===== src/rtl/snake_head_ctrl.sv =====
// Key/frame driven snake head controller: heading, grid stepping, wall death, game FSM.
// Latency: key_ev 3 clk after key_pressed rises; step_pulse/head update 1 clk after frame_ev.
// Backpressure: none; events are consumed on arrival, renderer must accept every step_pulse.
module snake_head_ctrl #(
    parameter int MOVE_DIV = 4,
    parameter int GRID_W   = 64,
    parameter int GRID_H   = 48,
    parameter int START_X  = 32,
    parameter int START_Y  = 24
) (
    input  logic       clk,
    input  logic       rst_n,
    input  logic       key_pressed,
    input  logic [7:0] key_code,
    input  logic       vsync,
    output logic [6:0] head_x,
    output logic [5:0] head_y,
    output logic [1:0] dir,
    output logic       step_pulse,
    output logic       died,
    output logic       running,
    output logic       paused
);

    localparam logic [1:0] ST_IDLE  = 2'd0;
    localparam logic [1:0] ST_RUN   = 2'd1;
    localparam logic [1:0] ST_PAUSE = 2'd2;
    localparam logic [1:0] ST_DEAD  = 2'd3;

    localparam logic [1:0] DIR_RIGHT = 2'd0;
    localparam logic [1:0] DIR_LEFT  = 2'd1;
    localparam logic [1:0] DIR_DOWN  = 2'd2;
    localparam logic [1:0] DIR_UP    = 2'd3;

    localparam logic [6:0] X_MAX    = 7'(GRID_W - 1);
    localparam logic [5:0] Y_MAX    = 6'(GRID_H - 1);
    localparam logic [6:0] X_START  = 7'(START_X);
    localparam logic [5:0] Y_START  = 6'(START_Y);
    localparam logic [3:0] CNT_LAST = 4'(MOVE_DIV - 1);

    logic [2:0] r_key_s;
    logic [2:0] r_vs_s;
    logic [1:0] r_state;
    logic [3:0] r_cnt;
    logic [6:0] r_x;
    logic [5:0] r_y;
    logic [1:0] r_dir;
    logic [1:0] r_pend;
    logic       r_step;
    logic       r_died;

    logic       w_key_ev;
    logic       w_frame_ev;
    logic       w_space;
    logic       w_arrow;
    logic [1:0] w_arrow_dir;
    logic       w_reverse;
    logic       w_wall;
    logic       w_cnt_done;

    assign w_key_ev   = r_key_s[1] & ~r_key_s[2];
    assign w_frame_ev = ~r_vs_s[1] & r_vs_s[2];
    assign w_space    = w_key_ev && (key_code == 8'h29);
    assign w_cnt_done = (r_cnt == CNT_LAST);
    assign w_reverse  = (w_arrow_dir == {r_dir[1], ~r_dir[0]});

    always_comb begin
        w_arrow     = w_key_ev;
        w_arrow_dir = DIR_RIGHT;
        case (key_code)
            8'h74:   w_arrow_dir = DIR_RIGHT;
            8'h6B:   w_arrow_dir = DIR_LEFT;
            8'h72:   w_arrow_dir = DIR_DOWN;
            8'h75:   w_arrow_dir = DIR_UP;
            default: w_arrow     = 1'b0;
        endcase
    end

    // Wall test on the current cell so the head never takes an out-of-range value.
    always_comb begin
        w_wall = 1'b0;
        case (r_pend)
            DIR_RIGHT: w_wall = (r_x == X_MAX);
            DIR_LEFT:  w_wall = (r_x == 7'd0);
            DIR_DOWN:  w_wall = (r_y == Y_MAX);
            default:   w_wall = (r_y == 6'd0);
        endcase
    end

    always_ff @(posedge clk or negedge rst_n) begin
        if (!rst_n) begin
            r_key_s <= 3'b000;
            r_vs_s  <= 3'b000;
            r_state <= ST_IDLE;
            r_cnt   <= 4'd0;
            r_x     <= X_START;
            r_y     <= Y_START;
            r_dir   <= DIR_RIGHT;
            r_pend  <= DIR_RIGHT;
            r_step  <= 1'b0;
            r_died  <= 1'b0;
        end else begin
            r_key_s <= {r_key_s[1:0], key_pressed};
            r_vs_s  <= {r_vs_s[1:0], vsync};
            r_step  <= 1'b0;
            r_died  <= 1'b0;

            // Reversal is judged against the committed heading, not the pending one.
            if (w_arrow && !w_reverse && (r_state != ST_DEAD))
                r_pend <= w_arrow_dir;

            case (r_state)
                ST_IDLE: begin
                    if (w_space || w_arrow) begin
                        r_state <= ST_RUN;
                        r_cnt   <= 4'd0;
                    end
                end
                ST_RUN: begin
                    if (w_space) begin
                        r_state <= ST_PAUSE;
                    end else if (w_frame_ev) begin
                        if (w_cnt_done) begin
                            r_cnt <= 4'd0;
                            if (w_wall) begin
                                r_state <= ST_DEAD;
                                r_died  <= 1'b1;
                            end else begin
                                r_step <= 1'b1;
                                r_dir  <= r_pend;
                                case (r_pend)
                                    DIR_RIGHT: r_x <= r_x + 7'd1;
                                    DIR_LEFT:  r_x <= r_x - 7'd1;
                                    DIR_DOWN:  r_y <= r_y + 6'd1;
                                    default:   r_y <= r_y - 6'd1;
                                endcase
                            end
                        end else begin
                            r_cnt <= r_cnt + 4'd1;
                        end
                    end
                end
                ST_PAUSE: begin
                    if (w_space)
                        r_state <= ST_RUN;
                end
                default: begin
                    if (w_space) begin
                        r_state <= ST_IDLE;
                        r_cnt   <= 4'd0;
                        r_x     <= X_START;
                        r_y     <= Y_START;
                        r_dir   <= DIR_RIGHT;
                        r_pend  <= DIR_RIGHT;
                    end
                end
            endcase
        end
    end

    assign head_x     = r_x;
    assign head_y     = r_y;
    assign dir        = r_dir;
    assign step_pulse = r_step;
    assign died       = r_died;
    assign running    = (r_state == ST_RUN);
    assign paused     = (r_state == ST_PAUSE);

endmodule


===== config.mk =====
export PLATFORM = sky130hd
export DESIGN_NAME = snake_head_ctrl
export DESIGN_NICKNAME = d
export VERILOG_FILES = /design/src/rtl/snake_head_ctrl.sv
export SDC_FILE = /design/constraint.sdc
export NUM_CORES = 1
export LEC_CHECK = 0
export BUFFER_PORTS_ARGS = -buffer_cell sky130_fd_sc_hd__buf_2
export CAP_MARGIN = 20
export CORE_MARGIN = 1
export CORE_UTILIZATION = 51
export CTS_CLUSTER_DIAMETER = 150
export CTS_CLUSTER_SIZE = 14
export DETAILED_ROUTE_END_ITERATION = 10
export PLACE_DENSITY = 0.76
export SLEW_MARGIN = 30
export SYNTH_ARGS = -nofsm -noshare
export SYNTH_HDL_FRONTEND = slang
export SYNTH_SLANG_ARGS = --single-unit

===== constraint.sdc =====
create_clock -name clk -period 2.1 [get_ports clk]
set_input_delay 0 -clock clk [delete_from_list [all_inputs] [get_ports clk]]
set_output_delay 0 -clock clk [all_outputs]
set_load 0.01 [all_outputs]

* Word level (Yosys, flattened, before mapping)
Index checks and enable logic that the tools add are counted.
Storage, ports and cells: register bits 31, output and inout bits 19, logic and storage cells 116
Operators by class: add/subtract/negate cells 5, equality and inequality tests 23, muxes and demuxes 49, bitwise logic cells 7, reductions and logical operators 22
Operator list (number):
- $mux W7 | 5
- $eq A8 B7 Y1 const B | 4
- $mux W6 | 5
- $mux W2 | 14
- $pmux W7 S2 | 2
- $pmux W6 S2 | 2
- $mux W4 | 5
- $reduce_and A7 Y1 | 2
- $pmux W2 S3 | 2
- $pmux W4 S3 | 1
- $reduce_and A6 Y1 | 2
- $mux W1 | 11
- $ne A3 B1 Y1 const B | 3
- $eq A8 B6 Y1 const B | 1
- $ne A2 B2 Y1 const B | 4
- $add A7 B1 Y7 const B | 1
- $eq A7 B6 Y1 const B | 1
- $logic_not A7 Y1 | 1
- $sub A7 B1 Y7 const B | 1
- $add A6 B1 Y6 const B | 1
- $eq A6 B6 Y1 const B | 1
- $logic_not A6 Y1 | 1
- $ne A2 B1 Y1 const B | 3
- $reduce_bool A3 Y1 | 2
- other kinds (19) | 31

* Depth between registers and ports, before layout
word-level depth 9, mapped depth 10

* Worst setup path after synthesis
No wires, ideal clock.
kind reg2reg, start register r_pend[1], end register r_x[6] (netlist: head_x[6]), setup time 0.122 ns, data arrival time 1.944 ns, data required time 1.978 ns, path slack 0.034 ns, stages on the path, launching flop included 9, buffers on the path 0, period minus slack after synthesis 2.066 ns, cell sequence dfrtp_1 nor2_1 ha_1 a211oi_1 o21bai_1 a21oi_1 xnor2_1 o21ai_0 o2bb2ai_1
Between the ends: cells in the longest elaborated chain, start to end 7, elaborated cells on any way between the ends 13
RTL lines:
- from (decl) | line 48 | logic [1:0] r_pend;
- from (signal assigned) | line 110 | r_pend <= w_arrow_dir;
- $eq A2 B1 Y1 or $logic_not A2 Y1 (tied branches) | line 82, 131
- $pmux W7 S2 | line 131 | case (r_pend)
- $mux W7 | line 125 | if (w_wall) begin
- $mux W7 | line 123 | if (w_cnt_done) begin
- $mux W7 | line 122 | end else if (w_frame_ev) begin
- $mux W7 | line 120 | if (w_space) begin
- $pmux W7 S2 | line 112 | case (r_state)
- to (signal assigned) | line 132 | DIR_RIGHT: r_x <= r_x + 7'd1;
- to (signal assigned) | line 133 | DIR_LEFT: r_x <= r_x - 7'd1;
- to (decl) | line 45 | logic [6:0] r_x;
Several ways; a longest one is shown, not always the timed one. The select of a mux whose other input is x is not followed. A chain may end at the register's enable or synchronous reset.

* Worst setup path after layout
start register r_cnt[0], end register r_x[5] (netlist: head_x[5])
Between the ends: cells in the longest elaborated chain, start to end 3
RTL lines:
- from (decl) | line 44 | logic [3:0] r_cnt;
- from (signal assigned) | line 139 | r_cnt <= r_cnt + 4'd1;
- $eq A4 B2 Y1 | line 64 | assign w_cnt_done = (r_cnt == CNT_LAST);
- $reduce_bool A2 Y1 (no line)
- $reduce_and A7 Y1 (no line)
No other way between the ends.

==> results.ini <==
[run_status]
status = finished, final reports clean

[synthesis]
synth_edf_count = 0
yosys.area.top_type = dfrtp_1
synth_area_um2 = 2022
yosys_warnings = 0
synth_top_area_share_pct = 34.65
ys_seq_area_share_pct = 38.55
synth_cell_types = 54
synthTopCellsByArea = dfrtp_1 35%, ha_1 6.2%, dfstp_2 3.9%
syn_nets = 233
syn_avg_cell_area_um2 = 9.674
yosysMostFrequentCell = dfrtp_1
synthTopCellsByCount = 28 x dfrtp_1, 16 x nand2_1, 15 x o21ai_0
synthArstFlopShare_pct = 100.0
synthCells = 209
ys_seq_elements = 31
synth_top_flop_cell = dfrtp_1

[drt]
drc_errors = 0
maxUsedRoutingLayer = met4
met3_length_um = 174
dr.first_iter.drc_count = 82
drtAntennaViolNets = 0
wl_met2_um = 2461
m1WireLength_um = 2151
routed-via-count = 1826
routed_wl_um = 4883
wire_per_inst_um = 15.55
vias_per_cell = 5.815
drt-pass1-iter-count = 4

[layout]
n_antenna_cell = 0
n_fill_cell = 284
fin_nets = 289
final_cell_count_no_fill = 314
areaGrowthSynthToFinish_pct = 30.14
layout-drive-gt1-share_pct = 35.34

[worst_setup_path]
cp.required_ns = 2.31
r2r_end = head_x[5]
startpoint_type = flip-flop
cp_max_fo = 6
r2r_cells = 7
crit_type = reg -> reg
r2r_slack_ns = 0.03
reg2reg_from = r_cnt[0]
cp-end-kind = flip-flop
arrival_ns = 2.28

[floorplan]
core_area_um2 = 3744
fp.dieH_um = 64.97
num_io_pins = 31
die_w_um = 64.97
die_area_um2 = 4220
start_util_pct = 54.01
rows = 22

[placed_design]
portBuffers = 30
place_inst = 303
dp_hpwl_um = 3324
place_congestion = 0.7961

[clock_network]
clock_path_buffers = 2
clock-sinks = 31
cts-root-buf = clkbuf_8
clkLatencyLatePin_ns = 0.28
postCtsSetupRepairBufs = 0
cts_max_level = 2
clkSlewWorstSetupHoldPaths_ns = 0.06
cts_tree = yes
cts_buffers = 5

[power]
peakVddDrop_uv = 307.0
p_leak_nw = 1.210
p_per_area_nw_per_um2 = 589.7

[global_route]
grt_max_degree = 32
antenna_found_initial = 0
grt.overflow.total = 0
grt_use_total_pct = 24.34
grt_pass1_vias = 1706
grt_pass1_wl_um = 7872

[timing]
grt_setup_unrepaired = true
post-route-period-util_pct = 98.53
setup-tns-final_ns = 0
worstMarginPinSlew_ns = 0.7134
layout_min_cycle_time_ns = 2.069
relSlewSlack_pct = 52.44
setup_viol_count_final = 0
hold_viol_final = 0
report.final.slew_viol_count = 0
fin_skew_ns = 0.003772
max_freq_mhz = 483.3

[hold_path]
min_path_cells = 4
hp-class = in -> reg
hold_start = key_code[0]
min_to = r_pend[0]

[job]
maxCapViolations = 0

## per-layer routing
metal | vias to the layer above | global-route usage, %
met3 | 12 | 5.634
met4 | 0 | 7.500
met1 | 896 | 32.55
met2 | 35 | 38.80
li1 | 883 | -
met5 | - | 0
## cell families (layout without fill, tap and decap cells)
kind of cell	count (synthesis)	count (layout)	synth area share, %
mux	4	4	2.042
simple gates	71	71	21.97
buf+inv	19	76	3.898
fa+ha+maj	12	12	8.168
xor+xnor	11	11	4.765
flops	31	31	38.55
compound gates	61	61	20.61
## cell type report
type,count,area (um^2),area share (%)
clock buffer,7,86.33,3.281
clock inverter,1,5.005,0.1902
inverter,14,55.05,2.092
multi-input combinational,159,1297,49.31
sequential,31,782.0,29.72
tap,48,60.06,2.282
timing repair buffer,54,345.3,13.12
## worst max-delay path by stage
stage | startpoint | endpoint | slack [ns] | cells after the start
2_1_floorplan | r_pend[1] | head_x[6] | 0.03 | 8
3_3_place_gp | r_pend[1] | head_x[6] | 0.06 | 8
3_5_place_dp | head_y[4] | dir[0] | -0.03 | 6
4_1_cts | r_pend[0] | head_x[6] | -0.01 | 9
5_1_grt | r_cnt[0] | head_x[5] | -0.08 | 7
6_report | r_cnt[0] | head_x[5] | 0.03 | 7
## what timing repair did
action	CTS	global route
resized for setup	1	31
endpoints found under the hold margin	30	0
pin swaps	0	5
hold buffers	3	0
setup endpoints to repair	4	12
## cell usage in the layout (no fill, tap or decap), drive strengths merged, types with 3 or more instances in the layout
cell type / Yosys / layout
nand2: 17 / 17
buf: 4 / 51
o211ai: 3 / 3
inv: 14 / 14
nor2: 14 / 14
a21oi: 13 / 13
clkbuf: 1 / 7
dfrtp: 28 / 28
xor2: 4 / 4
xnor2: 7 / 7
nor2b: 4 / 4
dfstp: 3 / 3
nand4b: 4 / 4
o21ai: 17 / 17
a21o: 5 / 5
a211oi: 3 / 3
dlygate4sd3: 0 / 3
nand3: 10 / 10
o21bai: 4 / 4
mux2i: 3 / 3
or4: 4 / 4
o31ai: 5 / 5
ha: 10 / 10
## state kept, by name (all words and copies together) (netlist names), 2 cells and up
signal and cells:
r_vs_s 3, r_state 2, r_key_s 3, dir 2
head_y 6, r_pend 2, r_cnt 4, head_x 7
## report_power, final
| group | leakage [nW] | internal [W] | switching (W) |
|---|---|---|---|
| sequential | 0.372 | 0.000634 | 0.0000330 |
| clock | 0.0482 | 0.000264 | 0.000221 |
| combinational | 0.790 | 0.000185 | 0.000215 |
## critical path, stage by stage (launching register included)
cell	delay, ns
dfrtp_1	0.39
ha_2	0.21
nor3b_4	0.24
nand2_1	0.12
or4_4	0.45
a21oi_4	0.25
nand2_1	0.15
o22a_1	0.19
## stage by stage
step | total power, W | area (um^2) | worst slack [ns] | hold slack [ns] | utilization, %
final | 0.001552 | 2631 | 0.03081 | 0.2229 | 70.29
after global placement | 0.001023 | 2364 | 0.06209 | 0.09026 | 63.14
after CTS | 0.001531 | 2492 | -0.01397 | 0.2029 | 66.58
after floorplan | 0.0008941 | 2022 | 0.03441 | -0.2956 | -
after detailed placement | 0.001037 | 2364 | -0.03090 | 0.09173 | 63.14
after global routing | 0.001646 | 2631 | -0.08150 | 0.2327 | 70.29
Note: power is estimated with default switching activity, not from simulation.
